**config.mk**
```make
export PLATFORM = sky130hd
export DESIGN_NAME = crc_frame_engine
export DESIGN_NICKNAME = d
export VERILOG_FILES = /design/src/rtl/crc_frame_engine.sv
export SDC_FILE = /design/constraint.sdc
export NUM_CORES = 1
export LEC_CHECK = 0
export CAP_MARGIN = 20
export CORE_UTILIZATION = 40
export DETAILED_ROUTE_END_ITERATION = 7
export GPL_TIMING_DRIVEN = 0
export PLACE_DENSITY_LB_ADDON = 0.05
export SLEW_MARGIN = 20
export SYNTH_ARGS = -nofsm -noshare
export SYNTH_HDL_FRONTEND = slang
export SYNTH_SLANG_ARGS = --single-unit
```
**constraint.sdc**
```tcl
create_clock -name clk -period 2.7 [get_ports clk]
set_input_delay 0.27 -clock clk [delete_from_list [all_inputs] [get_ports clk]]
set_output_delay 0.27 -clock clk [all_outputs]
set_load 0.05 [all_outputs]
```
**src/rtl/crc_frame_engine.sv**
```systemverilog
// Byte-buffered frame CRC engine: a FIFO feeds a bit-serial (or multi-bit) MSB-first CRC folder.
// Optional CRC_FRAME_CHECK_EN adds a compare against crc_expected reported on crc_match.
module crc_frame_engine #(
    parameter int unsigned      CRC_W        = 16,
    parameter logic [CRC_W-1:0] POLY         = 16'h1021,
    parameter logic [CRC_W-1:0] INIT         = 16'hFFFF,
    parameter int unsigned      FIFO_DEPTH   = 16,
    parameter int unsigned      BITS_PER_CLK = 1
) (
    input  logic                          clk,
    input  logic                          rst,
    input  logic [7:0]                    byte_in,
    input  logic                          byte_last,
    input  logic                          wrreq,
    input  logic                          crc_en,
    output logic                          buffer_full,
    output logic [$clog2(FIFO_DEPTH):0]   buffer_count,
    output logic                          overflow,
    output logic                          crc_done,
    output logic [CRC_W-1:0]              crc_value
`ifdef CRC_FRAME_CHECK_EN
    ,
    input  logic [CRC_W-1:0]              crc_expected,
    output logic                          crc_match
`endif
);

    localparam int unsigned PTR_W = $clog2(FIFO_DEPTH);
    localparam int unsigned SHIFT_CYCLES = 8 / BITS_PER_CLK;
    localparam logic [PTR_W:0] FULL_CNT = (PTR_W + 1)'(FIFO_DEPTH);
    localparam logic [2:0] LAST_CNT = 3'(SHIFT_CYCLES - 1);

    typedef enum logic [1:0] {
        StIdle  = 2'd0,
        StShift = 2'd1,
        StDone  = 2'd2
    } state_e;

    // ------------------------------------------------------------------
    // Input FIFO
    // ------------------------------------------------------------------
    logic [8:0]       mem_q [FIFO_DEPTH];
    logic [PTR_W-1:0] wr_ptr_q, rd_ptr_q;
    logic [PTR_W:0]   count_q, count_d;
    logic             overflow_q;
    logic             push, pop;
    logic [8:0]       rd_data;
    state_e           state_q;

    // Fullness comes from the registered count, so a same-cycle pop never frees a slot for a write.
    assign buffer_full  = (count_q == FULL_CNT);
    assign buffer_count = count_q;
    assign overflow     = overflow_q;
    assign push         = wrreq && !buffer_full;
    assign pop          = (state_q == StIdle) && crc_en && (count_q != '0);
    assign rd_data      = mem_q[rd_ptr_q];

    always_comb begin
        count_d = count_q;
        unique case ({push, pop})
            2'b10:   count_d = count_q + 1'b1;
            2'b01:   count_d = count_q - 1'b1;
            default: count_d = count_q;
        endcase
    end

    always_ff @(posedge clk) begin
        if (push) begin
            mem_q[wr_ptr_q] <= {byte_last, byte_in};
        end
    end

    always_ff @(posedge clk or posedge rst) begin
        if (rst) begin
            wr_ptr_q   <= '0;
            rd_ptr_q   <= '0;
            count_q    <= '0;
            overflow_q <= 1'b0;
        end else begin
            count_q <= count_d;
            if (push) begin
                wr_ptr_q <= wr_ptr_q + 1'b1;
            end
            if (pop) begin
                rd_ptr_q <= rd_ptr_q + 1'b1;
            end
            if (wrreq && buffer_full) begin
                overflow_q <= 1'b1;
            end
        end
    end

    // ------------------------------------------------------------------
    // CRC fold of BITS_PER_CLK data bits, MSB first
    // ------------------------------------------------------------------
    logic [7:0]       shreg_q;
    logic             last_q;
    logic [2:0]       bit_cnt_q;
    logic [CRC_W-1:0] crc_q, crc_fold, crc_value_q;
    logic             crc_done_q;
    logic             fb;

    always_comb begin
        crc_fold = crc_q;
        fb       = 1'b0;
        for (int i = 0; i < int'(BITS_PER_CLK); i++) begin
            fb       = crc_fold[CRC_W-1] ^ shreg_q[7-i];
            crc_fold = {crc_fold[CRC_W-2:0], 1'b0};
            if (fb) begin
                crc_fold = crc_fold ^ POLY;
            end
        end
    end

    assign crc_done  = crc_done_q;
    assign crc_value = crc_value_q;

`ifdef CRC_FRAME_CHECK_EN
    logic crc_match_q;
    assign crc_match = crc_match_q;
`endif

    // ------------------------------------------------------------------
    // Engine FSM
    // ------------------------------------------------------------------
    always_ff @(posedge clk or posedge rst) begin
        if (rst) begin
            state_q     <= StIdle;
            shreg_q     <= '0;
            last_q      <= 1'b0;
            bit_cnt_q   <= '0;
            crc_q       <= INIT;
            crc_value_q <= '0;
            crc_done_q  <= 1'b0;
`ifdef CRC_FRAME_CHECK_EN
            crc_match_q <= 1'b0;
`endif
        end else begin
            crc_done_q <= 1'b0;
            unique case (state_q)
                StIdle: begin
                    if (pop) begin
                        shreg_q   <= rd_data[7:0];
                        last_q    <= rd_data[8];
                        bit_cnt_q <= '0;
                        state_q   <= StShift;
                    end
                end
                StShift: begin
                    // crc_en low freezes every piece of engine state here.
                    if (crc_en) begin
                        crc_q   <= crc_fold;
                        shreg_q <= shreg_q << BITS_PER_CLK;
                        if (bit_cnt_q == LAST_CNT) begin
                            state_q <= last_q ? StDone : StIdle;
                        end else begin
                            bit_cnt_q <= bit_cnt_q + 1'b1;
                        end
                    end
                end
                StDone: begin
                    crc_done_q  <= 1'b1;
                    crc_value_q <= crc_q;
                    crc_q       <= INIT;
                    state_q     <= StIdle;
`ifdef CRC_FRAME_CHECK_EN
                    crc_match_q <= (crc_q == crc_expected);
`endif
                end
                default: begin
                    state_q <= StIdle;
                end
            endcase
        end
    end

endmodule

```
==> results.toml <==
[sta]
hold_viol_final = 0
max_freq_mhz = 382.6
final-max-slew-violation-count = 0
setup_viol = 0
timing_worst_slew_pin_value_ns = 1.050
finClkSkew_ns = 0.01088
grt_setup_unrepaired = "false"
max_slew_margin_pct = 29.77
finalWorstPathRequiredPeriod_ns = 2.614
min_period_over_period_pct = 96.80

[clock_tree]
tritoncts.num_buffers = 23
tritoncts_num_sinks = 205
clock_path_buffers = 3
insertion_delay_ns = 0.52
clockRootBuffer = "sky130_fd_sc_hd__clkbuf_16"
clk_pin_slew_worst_paths_ns = 0.06
cts_tree = "built"
h-tree-depth = 1

[worst_setup_path]
critical_path_startpoint_category = "flop"
reg2reg_from = "buffer_count[0]"
timing.setup.critical_path_class = "flop to primary output"
worst-path-max-fanout = 6
timing.reg2reg.worst_path_depth = 11
crit_path_start = "buffer_count[0]"
endpoint_kind = "primary output"
cp.required_ns = 2.43
critPathArrivalTime_ns = 2.34

[drt]
remaining_drc_errors = 0
detail_route.wirelength_microns = 17250
drt_pre_antenna_iters = 4
route.antenna.remaining_nets = 0
wire_per_inst_microns = 19.91
drt_iter0_markers = 179
num_vias = 4467
route.detailed.vias_per_inst = 5.158

[power_and_ir_drop]
total_power_mw = 10.58
pwr_dens_nw_per_um2 = 1070
power_leakage_nw = 3.626
ir_worst_vdd_v = 0.0005592

[die]
floorplan.core_area_sq_um = 20230
floorplan.io_pins = 37
row_count = 52
die_width_microns = 145.7
dieHeight_microns = 145.7
floorplan.initialDensity_pct = 40.83
dieArea_sq_um = 21230

[run]
timing.max_cap.violations = 0

[layout]
filler_cell_count = 1749
layout.core_utilization_pct = 48.85
finalNetCount = 603
syn_to_final_growth_pct = 19.64
drive_above_1_share_pct = 22.82
diodes = 0
post-route-cell-area_sq_um = 9884

[place]
dpl_cell_area_sq_um = 9090
detailedPlacementHpwl_microns = 11140
total_of_buffers_placed_on_input_and_output_ports = 36
gp_routability_congestion = 0.7580

[yosys]
synth_enable_flop_cells = 144
post_synth_instance_area_sq_um = 8262
ys_ff_latch = 205
syn_avg_cell_area_sq_um = 16.36
yosysUniqueCellTypes = 48
synth-seq-area-share_pct = 71.06
ys_warn_count = 0
postSynth.topFlopCell = "sky130_fd_sc_hd__edfxtp_1"
postSynthNetCount = 528
netlist_instances = 505
postSynth.asyncResetShare_pct = 29.76

[outcome]
outcome = "finished, final reports clean"

[global_routing]
globalRouteOverflowTotal = 0
maximum_number_of_pins_on_one_net_before_global_route_repair = 55
grt.total_usage_pct = 16.86
grt_first_pass_wirelength_microns = 27170
via_count_of_the_first_global_routing_pass = 4791
grt_antenna_before_repair = 0

[min_path]
worst_hold_startpoint = "wrreq"
hold-path-cell-count = 2
min-delay-path-class = "primary input to flop"
==> cells in the final DEF (no fill, tap or decap), drive strengths merged, types with 3 or more instances in the layout <==
| cell | synthesis | final |
|---|---|---|
| nand2b | 4 | 4 |
| edfxtp | 144 | 144 |
| xor2 | 6 | 6 |
| clkbuf | 14 | 41 |
| inv | 10 | 11 |
| dfrtp | 45 | 45 |
| a221o | 7 | 7 |
| nor3 | 6 | 6 |
| o21ai | 8 | 8 |
| a21oi | 8 | 8 |
| clkdlybuf4s50 | 0 | 35 |
| clkinv | 0 | 9 |
| buf | 12 | 26 |
| xnor2 | 10 | 10 |
| dfstp | 16 | 16 |
| o22ai | 10 | 10 |
| nand2 | 87 | 87 |
| mux2i | 15 | 15 |
| nor2 | 16 | 16 |
| ha | 10 | 10 |
| mux2 | 3 | 3 |
| nand3 | 11 | 11 |
| mux4 | 36 | 36 |
==> power by group <==
part,internal [mW],switching (mW)
combinational,1.41,1.86
clock,1.68,1.25
sequential,4.03,0.355
==> cell families after synthesis <==
kind of cell,Yosys count,share of synthesized area [%]
DFF,205,71.06
buffers and inverters,36,1.999
and+or+nand+nor,137,7.224
xor gates and xnor gates,16,1.696
adders and majority gates,10,1.514
muxes,54,12.04
AOI/OAI and AO/OA,47,4.468
==> critical path, stage by stage, from the launching register on <==
cell and delay [ns]:
sky130_fd_sc_hd__dfrtp_2 0.44, sky130_fd_sc_hd__or4_4 0.58, sky130_fd_sc_hd__buf_4 0.16, sky130_fd_sc_hd__nor2_1 0.11
sky130_fd_sc_hd__dlygate4sd2_1 0.54
==> metal layers <==
metal,vias up,share of wire [%],track usage (%)
met5,-,0,0
met3,29,3.6,2.790
met1,2295,44,21.57
met2,84,50,29.52
met4,0,2.4,4.842
li1,2059,-,-
==> path summary, 6_finish.rpt <==
path | end | slack (ns)
hold reg to reg | crc_q[2] | 0.46
max in group asynchronous | crc_q[1] | 1.57
setup / recovery | buffer_full | 0.09
min in group asynchronous | state_q[0] | 0.57
setup reg to reg | buffer_count[4] | 0.12
hold / removal | overflow | 0.39
==> Yosys cell counts (2+ instances only) <==
master	count	area, sq um
sky130_fd_sc_hd__buf_4	3	22.52
sky130_fd_sc_hd__o21ai_0	7	35.03
sky130_fd_sc_hd__nand4_1	2	12.51
sky130_fd_sc_hd__buf_2	3	15.01
sky130_fd_sc_hd__a21oi_1	8	40.04
sky130_fd_sc_hd__dfrtp_1	45	1126
sky130_fd_sc_hd__and3b_1	2	17.52
sky130_fd_sc_hd__o211ai_4	2	42.54
sky130_fd_sc_hd__nor2b_1	2	12.51
sky130_fd_sc_hd__xor2_1	6	52.55
sky130_fd_sc_hd__nor2_1	16	60.06
sky130_fd_sc_hd__nand3_1	11	55.05
sky130_fd_sc_hd__a22o_1	2	17.52
sky130_fd_sc_hd__a21o_1	2	15.01
sky130_fd_sc_hd__a221o_1	7	70.07
sky130_fd_sc_hd__mux4_2	36	810.8
sky130_fd_sc_hd__edfxtp_1	144	4324
sky130_fd_sc_hd__o22ai_1	10	62.56
sky130_fd_sc_hd__mux2_2	2	22.52
sky130_fd_sc_hd__nand2b_1	4	25.02
sky130_fd_sc_hd__buf_6	2	22.52
sky130_fd_sc_hd__nand2_1	87	326.6
sky130_fd_sc_hd__mux2i_1	15	150.1
sky130_fd_sc_hd__clkbuf_1	14	52.55
sky130_fd_sc_hd__buf_1	4	15.01
sky130_fd_sc_hd__inv_1	9	33.78
sky130_fd_sc_hd__ha_1	10	125.1
sky130_fd_sc_hd__xnor2_1	10	87.58
sky130_fd_sc_hd__dfstp_2	16	420.4
sky130_fd_sc_hd__nor3_1	6	30.03
==> flip-flops by register name, indices dropped and copies added (netlist names) <==
| signal | flops |
|---|---|
| crc_q | 16 |
| bit_cnt_q | 3 |
| crc_done | 1 |
| wr_ptr_q | 4 |
| shreg_q | 8 |
| rd_ptr_q | 4 |
| mem_q | 144 |
| state_q | 2 |
| overflow | 1 |
| buffer_count | 5 |
| last_q | 1 |
| crc_value | 16 |
==> area by class of cell <==
type / count / area [sq um] / area share [%]
flip-flops and latches: 205 / 5874 / 59.43
well taps: 270 / 337.8 / 3.418
plain buffers: 23 / 111.4 / 1.127
inverters: 10 / 42.54 / 0.4304
clock buffers: 28 / 594.3 / 6.013
repair buffers: 53 / 513.0 / 5.190
clock inverters: 13 / 116.4 / 1.177
multi-input cells: 264 / 2295 / 23.22
==> through the flow <==
step	hold WS, ns	worst slack, ns	cells	TNS (ns)
after floorplan	0.3689	-0.1331	505	-0.2343
after global placement	0.4390	-0.7067	811	-47.81
after detailed placement	0.4573	-0.2393	817	-19.99
after CTS	0.3754	0.02384	860	0
after global routing	0.3726	0.003688	866	0
final	0.3917	0.08630	866	0
==> what timing repair did <==
action | in CTS | in global routing
buffers inserted | 2 | 7
hold buffers | 1 | 0
endpoints found under the hold margin | 3 | 0
endpoints found under the setup margin | 107 | 96
pin swaps | 3 | 6
resized for setup | 2 | 3
No activity file was read; power rests on OpenSTA's default activity.
